$ cat src/rtl/pipe_ctrl_pkg.sv
// Shared encodings and control-bundle types for the pipeline control unit.
package pipe_ctrl_pkg;

    // Supported major opcodes
    localparam logic [6:0] OpcR      = 7'b0110011;
    localparam logic [6:0] OpcImm    = 7'b0010011;
    localparam logic [6:0] OpcLoad   = 7'b0000011;
    localparam logic [6:0] OpcStore  = 7'b0100011;
    localparam logic [6:0] OpcBranch = 7'b1100011;
    localparam logic [6:0] OpcJal    = 7'b1101111;
    localparam logic [6:0] OpcJalr   = 7'b1100111;

    // ALU operation codes
    localparam logic [3:0] AluAdd  = 4'b0000;
    localparam logic [3:0] AluSub  = 4'b0001;
    localparam logic [3:0] AluAnd  = 4'b0010;
    localparam logic [3:0] AluOr   = 4'b0011;
    localparam logic [3:0] AluXor  = 4'b0100;
    localparam logic [3:0] AluSll  = 4'b0101;
    localparam logic [3:0] AluSrl  = 4'b0110;
    localparam logic [3:0] AluSra  = 4'b0111;
    localparam logic [3:0] AluSlt  = 4'b1000;
    localparam logic [3:0] AluSltu = 4'b1001;

    // Write-back source select
    localparam logic [1:0] WbAlu = 2'd0;
    localparam logic [1:0] WbMem = 2'd1;
    localparam logic [1:0] WbPc4 = 2'd2;

    // Full control bundle captured into ID/EX
    typedef struct packed {
        logic       valid;
        logic [3:0] alu_ctrl;
        logic       alu_src;
        logic       mem_write;
        logic       mem_read;
        logic       reg_write;
        logic [1:0] wb_sel;
        logic       branch;
        logic       jump;
        logic [2:0] fun3;
    } ctrl_t;

    // Subset of the bundle still needed once the instruction leaves EX
    typedef struct packed {
        logic       valid;
        logic       mem_write;
        logic       mem_read;
        logic       reg_write;
        logic [1:0] wb_sel;
    } mem_ctrl_t;

    typedef struct packed {
        logic       valid;
        logic       reg_write;
        logic [1:0] wb_sel;
    } wb_ctrl_t;

    localparam ctrl_t CtrlBubble = '0;

    // ALU op for R-type and I-ALU; fun7_5 only means SUB for R-type
    function automatic logic [3:0] alu_from_fun3(input logic [2:0] fun3,
                                                 input logic       fun7_5,
                                                 input logic       is_r);
        logic [3:0] op;
        op = AluAdd;
        case (fun3)
            3'b000:  op = (is_r && fun7_5) ? AluSub : AluAdd;
            3'b001:  op = AluSll;
            3'b010:  op = AluSlt;
            3'b011:  op = AluSltu;
            3'b100:  op = AluXor;
            3'b101:  op = fun7_5 ? AluSra : AluSrl;
            3'b110:  op = AluOr;
            default: op = AluAnd;
        endcase
        return op;
    endfunction

    // Branch outcome from fun3 and the EX-stage ALU flags
    function automatic logic branch_taken(input logic [2:0] fun3,
                                          input logic       zero,
                                          input logic       less,
                                          input logic       less_u);
        logic taken;
        taken = 1'b0;
        case (fun3)
            3'b000:  taken = zero;
            3'b001:  taken = !zero;
            3'b100:  taken = less;
            3'b101:  taken = !less;
            3'b110:  taken = less_u;
            3'b111:  taken = !less_u;
            default: taken = 1'b0;
        endcase
        return taken;
    endfunction

endpackage

$ cat src/rtl/ctrl_decoder.sv
// Combinational ID-stage decoder: builds the control bundle and operand-use flags.
module ctrl_decoder
    import pipe_ctrl_pkg::*;
#(
    parameter int unsigned RF_AW = 5
) (
    input  logic             valid,
    input  logic [6:0]       opcode,
    input  logic [2:0]       fun3,
    input  logic             fun7_5,
    input  logic [RF_AW-1:0] rd,
    output ctrl_t            ctrl,
    output logic             illegal,
    output logic             use_rs1,
    output logic             use_rs2
);

    ctrl_t dec;
    logic  known;
    logic  bad_fun3;

    // Opcode decode; unsupported or invalid instructions collapse to a bubble
    always_comb begin
        dec       = CtrlBubble;
        known     = 1'b1;
        use_rs1   = 1'b0;
        use_rs2   = 1'b0;
        dec.valid = 1'b1;
        dec.fun3  = fun3;
        case (opcode)
            OpcR: begin
                dec.alu_ctrl  = alu_from_fun3(fun3, fun7_5, 1'b1);
                dec.reg_write = 1'b1;
                use_rs1       = 1'b1;
                use_rs2       = 1'b1;
            end
            OpcImm: begin
                dec.alu_ctrl  = alu_from_fun3(fun3, fun7_5, 1'b0);
                dec.alu_src   = 1'b1;
                dec.reg_write = 1'b1;
                use_rs1       = 1'b1;
            end
            OpcLoad: begin
                dec.alu_src   = 1'b1;
                dec.mem_read  = 1'b1;
                dec.reg_write = 1'b1;
                dec.wb_sel    = WbMem;
                use_rs1       = 1'b1;
            end
            OpcStore: begin
                dec.alu_src   = 1'b1;
                dec.mem_write = 1'b1;
                use_rs1       = 1'b1;
                use_rs2       = 1'b1;
            end
            OpcBranch: begin
                dec.alu_ctrl = AluSub;
                dec.branch   = 1'b1;
                use_rs1      = 1'b1;
                use_rs2      = 1'b1;
            end
            OpcJal: begin
                dec.alu_src   = 1'b1;
                dec.jump      = 1'b1;
                dec.reg_write = 1'b1;
                dec.wb_sel    = WbPc4;
            end
            OpcJalr: begin
                dec.alu_src   = 1'b1;
                dec.jump      = 1'b1;
                dec.reg_write = 1'b1;
                dec.wb_sel    = WbPc4;
                use_rs1       = 1'b1;
            end
            default: known = 1'b0;
        endcase
        bad_fun3      = (opcode == OpcBranch) && ((fun3 == 3'b010) || (fun3 == 3'b011));
        illegal       = valid && (!known || bad_fun3);
        // x0 is never written
        dec.reg_write = dec.reg_write && (rd != '0);
        ctrl          = (valid && !illegal) ? dec : CtrlBubble;
    end

endmodule

$ cat src/rtl/pipe_ctrl_unit.sv
// Pipeline control: decode, load-use / redirect hazards, stage registers, event counters.
module pipe_ctrl_unit
    import pipe_ctrl_pkg::*;
#(
    parameter int unsigned RF_AW = 5,
    parameter int unsigned CNT_W = 16
) (
    input  logic             clk,
    input  logic             rst_n,
    input  logic             id_valid,
    input  logic [6:0]       id_opcode,
    input  logic [2:0]       id_fun3,
    input  logic             id_fun7_5,
    input  logic [RF_AW-1:0] id_rs1,
    input  logic [RF_AW-1:0] id_rs2,
    input  logic [RF_AW-1:0] id_rd,
    input  logic             ex_zero,
    input  logic             ex_less,
    input  logic             ex_less_u,
    output logic             ex_valid,
    output logic [3:0]       ex_alu_ctrl,
    output logic             ex_alu_src,
    output logic             mem_valid,
    output logic             mem_write,
    output logic             mem_read,
    output logic             wb_valid,
    output logic             wb_reg_write,
    output logic [1:0]       wb_sel,
    output logic [RF_AW-1:0] wb_rd,
    output logic             pc_sel,
    output logic             flush,
    output logic             stall,
    output logic             id_illegal,
    output logic [CNT_W-1:0] stall_cnt,
    output logic [CNT_W-1:0] flush_cnt
);

    ctrl_t            id_ctrl;
    logic             id_use_rs1;
    logic             id_use_rs2;
    ctrl_t            ex_d, ex_q;
    logic [RF_AW-1:0] ex_rd_d, ex_rd_q;
    mem_ctrl_t        mem_q;
    logic [RF_AW-1:0] mem_rd_q;
    wb_ctrl_t         wb_q;
    logic [RF_AW-1:0] wb_rd_q;
    logic             load_use;
    logic [CNT_W-1:0] stall_cnt_q;
    logic [CNT_W-1:0] flush_cnt_q;

    ctrl_decoder #(
        .RF_AW(RF_AW)
    ) u_decoder (
        .valid  (id_valid),
        .opcode (id_opcode),
        .fun3   (id_fun3),
        .fun7_5 (id_fun7_5),
        .rd     (id_rd),
        .ctrl   (id_ctrl),
        .illegal(id_illegal),
        .use_rs1(id_use_rs1),
        .use_rs2(id_use_rs2)
    );

    // Redirect from EX and load-use detection; a redirect masks the stall
    always_comb begin
        pc_sel   = ex_q.valid &&
                   (ex_q.jump ||
                    (ex_q.branch && branch_taken(ex_q.fun3, ex_zero, ex_less, ex_less_u)));
        flush    = pc_sel;
        load_use = ex_q.valid && ex_q.mem_read && (ex_rd_q != '0) && id_valid &&
                   ((id_use_rs1 && (id_rs1 == ex_rd_q)) ||
                    (id_use_rs2 && (id_rs2 == ex_rd_q)));
        stall    = load_use && !pc_sel;
    end

    // Next ID/EX contents: bubble on redirect, load-use or no usable instruction
    always_comb begin
        ex_d    = id_ctrl;
        ex_rd_d = id_rd;
        if (!id_ctrl.valid || pc_sel || load_use) begin
            ex_d    = CtrlBubble;
            ex_rd_d = '0;
        end
    end

    // Stage registers; EX/MEM and MEM/WB always advance
    always_ff @(posedge clk or negedge rst_n) begin
        if (!rst_n) begin
            ex_q     <= CtrlBubble;
            ex_rd_q  <= '0;
            mem_q    <= '0;
            mem_rd_q <= '0;
            wb_q     <= '0;
            wb_rd_q  <= '0;
        end else begin
            ex_q     <= ex_d;
            ex_rd_q  <= ex_rd_d;
            mem_q    <= '{valid:     ex_q.valid,
                          mem_write: ex_q.mem_write,
                          mem_read:  ex_q.mem_read,
                          reg_write: ex_q.reg_write,
                          wb_sel:    ex_q.wb_sel};
            mem_rd_q <= ex_rd_q;
            wb_q     <= '{valid:     mem_q.valid,
                          reg_write: mem_q.reg_write,
                          wb_sel:    mem_q.wb_sel};
            wb_rd_q  <= mem_rd_q;
        end
    end

    // Saturating stall / flush event counters
    always_ff @(posedge clk or negedge rst_n) begin
        if (!rst_n) begin
            stall_cnt_q <= '0;
            flush_cnt_q <= '0;
        end else begin
            if (stall && (stall_cnt_q != {CNT_W{1'b1}})) begin
                stall_cnt_q <= stall_cnt_q + 1'b1;
            end
            if (flush && (flush_cnt_q != {CNT_W{1'b1}})) begin
                flush_cnt_q <= flush_cnt_q + 1'b1;
            end
        end
    end

    assign ex_valid     = ex_q.valid;
    assign ex_alu_ctrl  = ex_q.alu_ctrl;
    assign ex_alu_src   = ex_q.alu_src;
    assign mem_valid    = mem_q.valid;
    assign mem_write    = mem_q.mem_write;
    assign mem_read     = mem_q.mem_read;
    assign wb_valid     = wb_q.valid;
    assign wb_reg_write = wb_q.reg_write;
    assign wb_sel       = wb_q.wb_sel;
    assign wb_rd        = wb_rd_q;
    assign stall_cnt    = stall_cnt_q;
    assign flush_cnt    = flush_cnt_q;

endmodule

$ cat config.mk
export PLATFORM = sky130hd
export DESIGN_NAME = pipe_ctrl_unit
export DESIGN_NICKNAME = d
export VERILOG_FILES = /design/src/rtl/pipe_ctrl_pkg.sv /design/src/rtl/ctrl_decoder.sv /design/src/rtl/pipe_ctrl_unit.sv
export SDC_FILE = /design/constraint.sdc
export NUM_CORES = 1
export LEC_CHECK = 0
export BUFFER_PORTS_ARGS = -buffer_cell sky130_fd_sc_hd__buf_2
export CAP_MARGIN = 0
export CORE_ASPECT_RATIO = 0.8
export CORE_MARGIN = 1
export CORE_UTILIZATION = 58
export CTS_BUF_LIST = sky130_fd_sc_hd__clkbuf_2
export DETAILED_ROUTE_END_ITERATION = 8
export PLACE_DENSITY = 0.88
export SKIP_LAST_GASP = 1
export SYNTH_ARGS = -nofsm -noshare
export SYNTH_HDL_FRONTEND = slang
export SYNTH_SLANG_ARGS = --single-unit
$ cat constraint.sdc
create_clock -name clk -period 5.05 [get_ports clk]
set_clock_uncertainty 0.05 [all_clocks]
set_input_delay 0.2525 -clock clk [delete_from_list [all_inputs] [get_ports clk]]
set_output_delay 0.2525 -clock clk [all_outputs]
set_load 0.03 [all_outputs]
==> impl_metrics.py, run 1 <==
metrics = {
    "outcome": {
        "status": "completed",
    },
    "clock_tree": {
        "cts_tree": "done",
        "h-tree-depth": 3,
        "cts_resized": 0,
        "cts_sinks": 73,
        "clk_latency_ns": 0.49,
        "cts_buffer_depth": 2,
        "path_clk_slew_ns": 0.20,
        "numCtsBuffers": 9,
        "cts-root-buf": "clkbuf_2",
    },
    "finish": {
        "final_common_cell": "buf_2",
        "nets": 419,
        "drive_above_1_share": 0.290,
        "area_growth_pct": 23.1,
        "n_fill_cell": 335,
        "register_area_um2": 1830,
        "fin_area_um2": 3970,
        "instances_no_fill": 452,
        "diodes": 0,
        "multi_input_area_um2": 1300,
        "final_cell_mix": "buf_2, dfrtp_1, xor2_1",
    },
    "synthesis": {
        "syn_avg_cell_area_um2": 11.3,
        "synth_cells": 286,
        "ys.flop_type": "dfrtp_1",
        "synth_seq_cells": 73,
        "synth_warnings": 0,
        "seq_area_frac_synth": 0.566,
        "synth_edf_count": 0,
        "syn_nets": 320,
        "synth_area_um2": 3230,
        "yosysUniqueCellTypes": 48,
        "synth_async_sr_flop_share": 1.00,
    },
    "worst_setup_path": {
        "crit_path_top_delay_cell": "dlygate4sd3_1",
        "r2r_cells": 7,
        "cp_num_buf_inv": 1,
        "critical_path_depth": 7,
        "max_stage_delay_ns": 0.60,
        "critical-path-top-delay-family": "simple AND/OR/NAND/NOR gates",
        "cp_max_fo": 16,
        "endpoint_kind": "register",
        "critPathKind": "register to register",
        "required_ns": 5.44,
        "path_cells": "or4_4 -> o2111ai_2 -> nor4_1 -> a31oi_4 -> nand4bb_2 -> nor4_2 -> dlygate4sd3_1",
        "start_kind": "register",
        "worstPathArrival_ns": 3.68,
    },
    "drt": {
        "via_count": 2610,
        "drc_errors": 0,
        "wl_per_cell_um": 15.8,
        "drt_first_pass_iters": 4,
        "first_iter_violations": 198,
        "wl_um": 7130,
        "ant_nets": 0,
        "routed_via_density": 5.77,
    },
    "flow_run": {
        "cap_violations": 0,
    },
    "sta": {
        "worst_pin_slew_ns": 0.886,
        "rsz0062_at_grt": "no",
        "slew_viol_final": 0,
        "setup_tns_ns": 0,
        "hold_violations": 0,
        "finalSetupViolCount": 0,
        "finalCritPeriodShare": 0.651,
        "min_period_ns": 3.29,
        "relSlewSlack": 0.410,
        "fmax_mhz": 304,
    },
    "placed_design": {
        "port_buffers": 85,
        "gp_congestion": 0.867,
        "place_inst": 421,
        "place_hpwl_um": 4700,
        "dpl_cell_area_um2": 3660,
    },
    "power": {
        "vdd_ir_drop_max_v": 0.000166,
        "switchingPower_mw": 0.245,
        "p_clk_frac": 0.393,
        "swShare": 0.229,
        "p_seq_frac": 0.550,
        "power_frac_comb": 0.057,
        "powerDensity_nw_per_um2": 270,
        "leakage_nw": 2.11,
        "intPower_mw": 0.825,
    },
    "die": {
        "io_pins": 86,
        "die_h_um": 68.7,
        "start_util": 0.623,
        "design.die.area_um2": 5870,
        "die_x_um": 85.4,
        "fp.coreArea_um2": 5180,
        "fp-row-count": 23,
    },
    "hold_path": {
        "whs_path_depth": 4,
        "worstHoldPathType": "input pin to register",
    },
    "global_routing": {
        "antenna_found_initial": 0,
        "grt_pass1_wl_um": 11500,
        "grt_usage": 0.266,
        "grt_pass1_vias": 2419,
        "grt.overflow.total": 0,
        "grt_max_degree": 74,
    },
}
registers in the layout, summed over array words and instances (netlist names):
name and cells:
stall_cnt 16, mem_q 3, flush_cnt 16, ex_rd_q 5, wb_sel 2, ex_q 10, ex_alu_src 1, ex_valid 1
ex_alu_ctrl 4, wb_reg_write 1, wb_valid 1, mem_rd_q 5, mem_write 1, wb_rd 5, mem_read 1, mem_valid 1
per-layer routing:
layer | up-vias | part of all wire | global-route usage
met3 | 10 | 0.079 | 0.0738
met2 | 145 | 0.50 | 0.447
met5 | - | 0 | 0
met4 | 0 | 0.011 | 0.113
li1 | 1208 | - | -
met1 | 1247 | 0.41 | 0.332
synth_stat cells, drive strengths merged, types with 2 or more instances:
cell    instances  share of area
nand4          11          0.021
inv             6         0.0070
nand2          23          0.027
nand3          17          0.026
a21oi           4         0.0062
or3             3         0.0058
buf            11          0.022
nor4           13          0.027
and2           10          0.019
xor2           28          0.076
nor3           13          0.020
clkbuf          2         0.0023
a31oi           2         0.0085
o21ai           2         0.0031
xnor2          14          0.038
nor2           22          0.026
dfrtp          73           0.57
and3            4         0.0078
nor4b           3          0.013
and4            4          0.011
ha              2         0.0078
area by class of cell:
class                           instances  share of cell area
Tap cell                               62              0.0195
Clock inverter                          7              0.0299
Clock buffer                            9              0.0113
Inverter                                6             0.00567
Timing Repair Buffer                  101               0.147
Sequential cell                        73               0.460
Multi-Input combinational cell        194               0.327
cells by family (layout without fill, tap and decap cells):
kind of cell,Yosys count,in the layout,synth area share
adder cells (fa/ha/maj),2,2,0.00776
AND/OR/NAND/NOR,131,131,0.227
AO/OA/AOI/OAI,18,18,0.0500
multiplexers,1,1,0.00349
XOR/XNOR,42,42,0.114
flip-flops,73,73,0.566
buffers and inverters,19,123,0.0318
final timing paths:
kind / start / to / slack, ns
worst max-delay path: ex_rd_q[2] / ex_alu_ctrl[1] / 1.76
worst min-delay path: id_opcode[3] / ex_q[4] / 0.07
worst max register to register: ex_rd_q[2] / ex_alu_ctrl[1] / 1.76
worst min register to register: mem_rd_q[3] / wb_rd[3] / 0.32
max in group asynchronous: rst_n / wb_valid / 3.95
min in group asynchronous: rst_n / flush_cnt[1] / 0.44
repair_timing:
action / 4_1_cts / 5_1_grt
buffers inserted: 0 / 0
hold endpoints to repair: 88 / 0
hold buffers: 15 / 0
worst register-to-register path: stages (launching register included):
cell           delay (ns)
dfrtp_1              0.48
or4_4                0.55
o2111ai_2            0.22
nor4_1               0.13
a31oi_4              0.42
nand4bb_2            0.43
nor4_2               0.35
dlygate4sd3_1        0.60
per-stage QoR:
| step | worst slack [ns] | hold WS, ns | power, mW | util |
|---|---|---|---|---|
| after global placement | 2.44 | 0.282 | 0.650 | 0.706 |
| after detailed placement | 2.30 | 0.285 | 0.652 | 0.706 |
| final | 1.76 | 0.0704 | 1.07 | 0.766 |
| after floorplan | 2.49 | -0.0931 | 0.618 | - |
| after global routing | 1.59 | 0.0336 | 1.11 | 0.766 |
| after CTS | 1.81 | 0.00923 | 1.08 | 0.766 |
power by group through the flow:
stage	Clock, mW	Combinational (mW)	Sequential (mW)
finish	0.420	0.0614	0.588
detailed placement	0	0.0532	0.599
global route	0.456	0.0679	0.589
floorplan	0	0.0182	0.600
CTS	0.430	0.0611	0.588
global placement	0	0.0518	0.599
No activity file was read; power rests on OpenSTA's default activity.
==> inputs of run 2 (changes only) <==
--- a/config.mk
+++ b/config.mk
@@ -9,10 +9,10 @@
 export CAP_MARGIN = 0
 export CORE_ASPECT_RATIO = 0.8
 export CORE_MARGIN = 1
-export CORE_UTILIZATION = 58
+export CORE_UTILIZATION = 54
 export CTS_BUF_LIST = sky130_fd_sc_hd__clkbuf_2
 export DETAILED_ROUTE_END_ITERATION = 8
-export PLACE_DENSITY = 0.88
+export PLACE_DENSITY = 0.83
 export SKIP_LAST_GASP = 1
 export SYNTH_ARGS = -nofsm -noshare
 export SYNTH_HDL_FRONTEND = slang
==> constraint.sdc (replaced) <==
create_clock -name clk -period 3.35 [get_ports clk]
set_clock_uncertainty 0.05 [all_clocks]
set_input_delay 0.1675 -clock clk [delete_from_list [all_inputs] [get_ports clk]]
set_output_delay 0.1675 -clock clk [all_outputs]
set_load 0.03 [all_outputs]
==> run 2 against run 1 <==
Net effect:
- wire length shrank 4.8%
- die area grew 7.2%
- register-to-register slack lost 1.5 ns
- highest routed layer unchanged
- count of clock-buffer cells in the layout grew 2
- power grew 34%
- via count shrank 2.8%
- critical path type unchanged
- cell count grew 4.2%
==> impl_metrics.py, run 2 (same netlist as run 1, synthesis figures left out) <==
metrics = {
    "outcome": {
        "status": "completed",
    },
    "finish": {
        "drive_above_1_share": 0.285,
        "final_common_cell": "buf_2",
        "fin_area_um2": 3960,
        "area_growth_pct": 22.9,
        "instances_no_fill": 471,
        "n_fill_cell": 448,
        "multi_input_area_um2": 1310,
        "final_cell_mix": "buf_2, dfrtp_1, xor2_1",
        "nets": 422,
        "diodes": 0,
        "register_area_um2": 1830,
    },
    "worst_setup_path": {
        "endpoint_kind": "register",
        "cp_max_fo": 16,
        "max_stage_delay_ns": 0.58,
        "start_kind": "register",
        "worst_r2r_endpoint": "ex_q[8]",
        "rr_startpoint": "ex_rd_q[1]",
        "required_ns": 3.74,
        "reg2reg_slack_ns": 0.24,
        "critPathKind": "register to register",
        "crit_path_top_delay_cell": "dlygate4sd3_1",
        "r2r_cells": 7,
        "worstPathArrival_ns": 3.49,
        "path_cells": "or4_4 -> o2111ai_2 -> nor4_1 -> a31oi_4 -> nand4bb_4 -> nor4b_4 -> dlygate4sd3_1",
    },
    "clock_tree": {
        "cts_buffer_depth": 2,
        "h-tree-depth": 3,
        "post_cts_buffers": 0,
        "numCtsBuffers": 9,
        "cts-root-buf": "clkbuf_2",
        "cts_sinks": 73,
        "path_clk_slew_ns": 0.18,
        "clk_latency_ns": 0.49,
        "cts_tree": "done",
    },
    "die": {
        "die_h_um": 71.1,
        "start_util": 0.574,
        "design.die.area_um2": 6290,
        "fp.coreArea_um2": 5620,
        "fp-row-count": 24,
        "die_x_um": 88.4,
        "io_pins": 86,
    },
    "sta": {
        "worst_pin_slew_ns": 0.656,
        "finalCritPeriodShare": 0.927,
        "min_period_ns": 3.11,
        "setup_ws_ns": 0.243,
        "setup_tns_ns": 0,
        "slew_viol_final": 0,
        "relSlewSlack": 0.561,
        "rsz0062_at_grt": "no",
        "fmax_mhz": 322,
        "finalSetupViolCount": 0,
        "hold_violations": 0,
    },
    "drt": {
        "drc_errors": 0,
        "via_count": 2538,
        "ant_nets": 0,
        "wl_per_cell_um": 14.4,
        "wl_um": 6790,
        "first_iter_violations": 120,
        "drt_first_pass_iters": 4,
        "routed_via_density": 5.39,
    },
    "placed_design": {
        "post-place-ws_ns": 0.630,
        "dpl_cell_area_um2": 3690,
        "place_hpwl_um": 4870,
        "place_inst": 439,
        "port_buffers": 85,
        "gp_congestion": 0.836,
    },
    "power": {
        "vdd_ir_drop_max_v": 0.000156,
        "powerDensity_nw_per_um2": 361,
        "leakage_nw": 2.11,
        "power_mw": 1.43,
    },
    "global_routing": {
        "grt_pass1_vias": 2407,
        "grt_usage": 0.232,
        "antenna_found_initial": 0,
        "grt.overflow.total": 0,
        "grt_max_degree": 32,
        "grt_pass1_wl_um": 10800,
    },
    "flow_run": {
        "cap_violations": 0,
    },
    "hold_path": {
        "worstHoldPathType": "input pin to asynchronous set/reset pin",
    },
}
[run 2: worst max-delay path: cells and delay by family (launching register included)]
kind	cells	cell delay, ns
flip-flops	1	0.47
AND/OR/NAND/NOR	4	1.32
buffers and inverters	1	0.58
AO/OA/AOI/OAI	2	0.64
[run 2: layout make-up]
cell class / count / area share
multi-input cells: 194 / 0.330
well taps: 78 / 0.0246
clock inverters: 5 / 0.0117
flip-flops and latches: 73 / 0.461
repair buffers: 104 / 0.153
inverters: 6 / 0.00568
clock buffers: 11 / 0.0139
[run 2: metrics by stage]
step	util	hold WS, ns
floorplan	-	-0.178
global placement	0.657	0.0680
detailed placement	0.657	0.0692
CTS	0.704	0.00725
global route	0.706	0.0148
finish	0.706	0.0605
[run 2: layer usage]
| metal | track usage | vias to the layer above | part of all wire |
|---|---|---|---|
| met1 | 0.312 | 1215 | 0.46 |
| met4 | 0.0573 | 0 | 0.0065 |
| met5 | 0 | - | 0 |
| met2 | 0.355 | 104 | 0.47 |
| li1 | - | 1212 | - |
| met3 | 0.0933 | 7 | 0.059 |
[run 2: how the worst max path moves through the flow]
stage | startpoint | to | cells past startpoint
6_report | ex_rd_q[1] | ex_q[8] | 7
3_3_place_gp | ex_rd_q[1] | ex_alu_ctrl[3] | 7
3_5_place_dp | ex_rd_q[1] | ex_q[5] | 6
5_1_grt | ex_rd_q[1] | ex_q[8] | 7
2_1_floorplan | ex_q[0] | stall | 7
4_1_cts | ex_rd_q[1] | ex_q[8] | 7
[run 2: what timing repair did]
action | 4_1_cts | 5_1_grt
resized for setup | 0 | 1
endpoints found under the hold margin | 93 | 0
setup endpoints to repair | 0 | 2
hold buffers | 16 | 0
[run 2: power by group]
| part | switching (mW) | internal, mW |
|---|---|---|
| sequential | 0.00198 | 0.884 |
| clock | 0.278 | 0.171 |
| combinational | 0.0546 | 0.0399 |
| total | 0.334 | 1.10 |
